<file path="src/rtl/alu_pkg.sv">
// Shared ALU package: writeback FSM encoding, PSW flag positions and operand size codes.
package alu_pkg;

    // Writeback sequencer states
    typedef enum logic [1:0] {
        StIdle = 2'd0,
        StWrLo = 2'd1,
        StWrHi = 2'd2,
        StDone = 2'd3
    } wb_state_e;

    // PSW flag bit positions
    localparam int unsigned PSW_C = 0;
    localparam int unsigned PSW_Z = 1;
    localparam int unsigned PSW_N = 2;
    localparam int unsigned PSW_V = 4;

    // Operand size as carried on res_byte
    localparam logic SIZE_WORD = 1'b0;
    localparam logic SIZE_BYTE = 1'b1;

endpackage

</file>
<file path="src/rtl/alu_writeback.sv">
// ALU writeback: accepts a result over valid/ready, stores it to byte-wide memory
// low byte first, and holds the architectural PSW register.
module alu_writeback
    import alu_pkg::*;
#(
    parameter int unsigned ADDR_W    = 16,
    parameter int unsigned DATA_W    = 16,
    parameter logic [15:0] PSW_RESET = 16'h0000
) (
    input  logic              Clock,
    input  logic              Reset_n,
    input  logic              res_valid,
    output logic              res_ready,
    input  logic [DATA_W-1:0] res_data,
    input  logic [ADDR_W-1:0] res_addr,
    input  logic              res_byte,
    input  logic [15:0]       psw_in,
    input  logic              psw_we,
    output logic [ADDR_W-1:0] mem_addr,
    output logic [7:0]        mem_wdata,
    output logic              mem_we,
    input  logic              mem_ready,
    output logic [15:0]       psw_o,
    output logic              wb_done
);

    wb_state_e         state_q, state_d;
    logic [DATA_W-1:0] data_q;
    logic [ADDR_W-1:0] addr_q;
    logic              byte_q;
    logic [15:0]       psw_q;
    logic              accept;
    logic [7:0]        lane_byte;

    assign accept = (state_q == StIdle) && res_valid;

    // Byte-lane select: high byte only while in the second write phase
    assign lane_byte = (state_q == StWrHi) ? data_q[DATA_W-1 -: 8] : data_q[7:0];

    assign psw_o = psw_q;

    // State register, latched transaction fields and PSW register
    always_ff @(posedge Clock or negedge Reset_n) begin
        if (!Reset_n) begin
            state_q <= StIdle;
            data_q  <= '0;
            addr_q  <= '0;
            byte_q  <= SIZE_WORD;
            psw_q   <= PSW_RESET;
        end else begin
            state_q <= state_d;
            if (accept) begin
                data_q <= res_data;
                addr_q <= res_addr;
                byte_q <= res_byte;
                if (psw_we) begin
                    psw_q <= psw_in;
                end
            end
        end
    end

    // Next state and outputs, decoded from registered state and latched fields
    always_comb begin
        state_d   = state_q;
        res_ready = 1'b0;
        mem_we    = 1'b0;
        mem_addr  = '0;
        mem_wdata = '0;
        wb_done   = 1'b0;
        unique case (state_q)
            StIdle: begin
                res_ready = 1'b1;
                if (res_valid) begin
                    state_d = StWrLo;
                end
            end
            StWrLo: begin
                mem_we    = 1'b1;
                mem_addr  = addr_q;
                mem_wdata = lane_byte;
                if (mem_ready) begin
                    state_d = (byte_q == SIZE_BYTE) ? StDone : StWrHi;
                end
            end
            StWrHi: begin
                mem_we    = 1'b1;
                // Natural ADDR_W-bit wrap: top address rolls over to zero
                mem_addr  = addr_q + ADDR_W'(1);
                mem_wdata = lane_byte;
                if (mem_ready) begin
                    state_d = StDone;
                end
            end
            StDone: begin
                wb_done = 1'b1;
                state_d = StIdle;
            end
            default: state_d = StIdle;
        endcase
    end

endmodule

</file>
<file path="config.mk">
export PLATFORM = sky130hd
export DESIGN_NAME = alu_writeback
export DESIGN_NICKNAME = d
export VERILOG_FILES = /design/src/rtl/alu_pkg.sv /design/src/rtl/alu_writeback.sv
export SDC_FILE = /design/constraint.sdc
export NUM_CORES = 1
export LEC_CHECK = 0
export ABC_AREA = 1
export ABC_CLOCK_PERIOD_IN_PS = 2000
export CAP_MARGIN = 10
export CORE_ASPECT_RATIO = 0.75
export CORE_MARGIN = 3
export CORE_UTILIZATION = 45
export CTS_BUF_LIST = sky130_fd_sc_hd__clkbuf_16
export DETAILED_ROUTE_END_ITERATION = 8
export GPL_ROUTABILITY_DRIVEN = 0
export PLACE_DENSITY_LB_ADDON = 0.3
export SLEW_MARGIN = 20
export SYNTH_ARGS = -nofsm -noshare
export SYNTH_HDL_FRONTEND = slang
export SYNTH_SLANG_ARGS = --single-unit
export TNS_END_PERCENT = 20
</file>
<file path="constraint.sdc">
create_clock -name Clock -period 2 [get_ports Clock]
set_input_delay 0.4 -clock Clock [delete_from_list [all_inputs] [get_ports Clock]]
set_output_delay 0.4 -clock Clock [all_outputs]
set_load 0.02 [all_outputs]
</file>
==> summary.md <==
| Metric | Value |
|---|---|
| Outcome | finished with violations |
| Failing checks | setup timing |
| Max Slew Vio Count | 0 |
| Area growth syn-to-layout | 65.58% |
| Hold buffer count at cts | 0 |
| Synth top area cells | dfrtp_1 48%, nand2_1 20%, mux2_4 5.6% |
| Post-Syn Area per Cell | ~7.8 um^2 |
| Busiest layer in global routing | met2 |
| F_max | about 470 MHz |
| Tmin final | 2.134 ns |
| Setup violations, final | 14 |
| Total grt overflow | 0 |
| Leakage | 2.146 nW |
| Row count | 23 |
| Place WS | -0.3081 ns |
| Async S/R FF share, synth | between 90% and 100% |
| CTS sink cnt | 51 |
| Worst-Skew Late Latency | 0.29 ns |
| DRT iter0 DRCs | 357 |
| Period utilization | 106.7% |
| Pin count of the biggest net entering global routing | 33 |
| CP dominant cell by count | nand2_1 |
| CTS tree | yes |
| Leading cell type in the layout, fill and taps excluded | nand2_1 |
| Max IR drop VDD | ~1.0 mV |
| Syn Inst Count | 346 |
| Post-synthesis mux area share | 8.104% |
| Vias in the first global route | 2852 |
| Port-buffer cells | 96 |
| CTS Buf Count | 5 |
| I/O pins | 97 |
| Fill cell count | about 330 |
| Final Hold Vio Count | 0 |
| DRT Pass-1 Iters | 5 |
| Post-synthesis adder-cell area fraction | 2.329% |
| WHS | about 0.061 ns |
| Area of the core | 5554 um^2 |
| Die height | 72.91 um |
| First-pass GRT wire length | around 13000 um |
| Worst slew margin | between 60% and 70% |
| Final TNS setup | -0.9546 ns |
| Final WS setup | -0.1335 ns |
| CP required | ~1.6 ns |
| Synth Area in XOR/XNOR | 0% |
| Starting density of the core | 48.37% |
| Met3 GRT Util | 6.495% |
| Layout cells sized above 1 | 30.86% |
| Hpwl dp | approximately 5900 um |
| Cell taking the most area after synthesis | dfrtp_1 |
| Simple-gate portion of the synthesized area | 27.57% |
| Ys flop type | dfrtp_1 |
| Antenna viol nets, final | 0 |
| Element type at the critical path start | flip-flop |
| Setup crit end kind | primary output |
| Met1 Track Usage GR | 31.11% |
| Slowest Stage Delay on Critical Path | 0.42 ns |
| Final Skew | 0.005703 ns |
| CP cell instances | nand2_1 -> nor2_1 -> nand2_4 -> o21ai_2 -> nand2_1 -> nor2_2 -> buf_6 |
| Worst Tran Pin Value | 0.4823 ns |
| Root buf cell | clkbuf_16 |
| Die area | 6942 um^2 |
| Synth unique cells | 21 |
| Per-cell routed wire length | around 18 um |
| EDFF count, synth | 0 |
| Initial antenna violation count | 0 |
| Largest family of logic cells by synthesized area | simple AND/OR/NAND/NOR gates |
| Post-synthesis register bit count | ~50 |
| Post-Syn Area | roughly 2700 um^2 |
| Sequential share of the synthesized area | 47.51% |
| Die Wd | 95.22 um |
| RSZ-0062 raised after global routing | true |
| Delay-heaviest family, CP | simple AND/OR/NAND/NOR gates |
| # Max-Cap Violations | 0 |
| Critical path class | reg2out |
| PwrDens | 1728 nW/um^2 |
| # DRC | 0 |
| Worst-path clk slew | roughly 0.070 ns |
| GRT met2 Usage | between 40% and 50% |
| Antenna diodes | 0 |
| CP Max Fanout | 3 |
| Crit path DAT | 1.73 ns |
| Most frequent cells in the layout | 132 x nand2_1, 69 x clkdlybuf4s50_1, 60 x buf_4 |
| Vias per cell | 5.613 |
| Worst Hold Class | in2async |
| Share of the synthesized area in the top cell type | 47.51% |
| Total track usage | 24.39% |
| Clk buf depth | 2 |
| Synth warnings | 0 |
| Synth Area in Compound Gates | under 10% |
| Drt total wl | 10210 um |
| Post-layout nets | between 500 and 600 |
| Layout Utilization | ~80% |
| Post-Syn Nets | 405 |
| Slowest CP cell | dfrtp_1 |
| Via count | 3149 |
| Count of buffer and inverter cells on the critical path | 1 |
| Htree depth | 2 |
==> through the flow <==
stage               area, um^2  std cells  total power [mW]
floorplan                 2696        346             3.993
global placement          3953        538             5.813
detailed placement        3953        538             5.928
CTS                       4101        549             6.690
global route              4448        561             8.100
finish                    4448        561             7.685
==> where the power goes <==
part           internal (mW)  switching, mW
logic                   2.22           2.67
registers               1.54          0.396
clock network          0.464          0.391
total                   4.23           3.46
==> worst reg2reg max path: cells and delay by family, from the launching register on <==
family / cells / cell delay, ns
adder cells (fa/ha/maj): 1 / 0.19
buffers and inverters: 2 / 0.20
flip-flops: 1 / 0.40
multiplexers: 1 / 0.38
AND/OR/NAND/NOR: 2 / 0.32
==> worst paths after layout <==
path,from,to,slack [ns],cells past startpoint
worst max-delay path,addr_q[6],mem_addr[9],-0.13,7
worst min-delay path,Reset_n,addr_q[5],0.06,1
worst max register to register,state_q[1],psw_o[4],0.39,6
worst min register to register,data_q[12],data_q[12],0.48,2
max in group asynchronous,Reset_n,addr_q[8],1.39,2
min in group Clock,data_q[12],data_q[12],0.48,2
==> timing repair <==
item                                    CTS  global route
setup buffers                             3            11
gates resized for setup                 107           110
endpoints found under the hold margin     0             0
pin swaps                                 2            20
cloned                                    0             1
endpoints found under the setup margin   26            25
==> sequential cells by signal (all words and copies together) (netlist names) <==
signal and cells:
addr_q 16, data_q 16, psw_o 16, state_q 2
byte_q 1
==> synth_stat cells, types with 2 or more instances <==
master      n
buf_2       3
nand3_1     9
a21oi_1    18
ha_1        5
mux2_4     10
nand2_1   142
o22ai_1     3
nor2_1     34
inv_1      23
mux2_2      6
clkbuf_1    8
o21ai_0    25
nand4_1     2
dfrtp_1    51
==> layout make-up <==
cell class	instances	area [um^2]	share of cell area, %
flip-flops and latches	51	1277	28.72
clock buffers	5	125.1	2.813
well taps	75	93.84	2.110
clock inverters	3	18.77	0.4219
inverters	25	102.6	2.307
multi-input cells	257	1505	33.84
repair buffers	145	1325	29.79
==> metal layers <==
metal  up-vias  part of all wire (%)
met1      1474                    36
met3        68                   9.6
met4         0                   5.1
met2       234                    49
met5         -                     0
li1       1373                     -
==> logic make-up (layout without fill, tap and decap cells) <==
logic type / Yosys count / in the layout
AND/OR/NAND/NOR: 190 / 190
flip-flops: 51 / 51
AO/OA/AOI/OAI: 46 / 46
buffers and inverters: 38 / 178
multiplexers: 16 / 16
adder cells (fa/ha/maj): 5 / 5
Power figures use the tool's default switching activity.
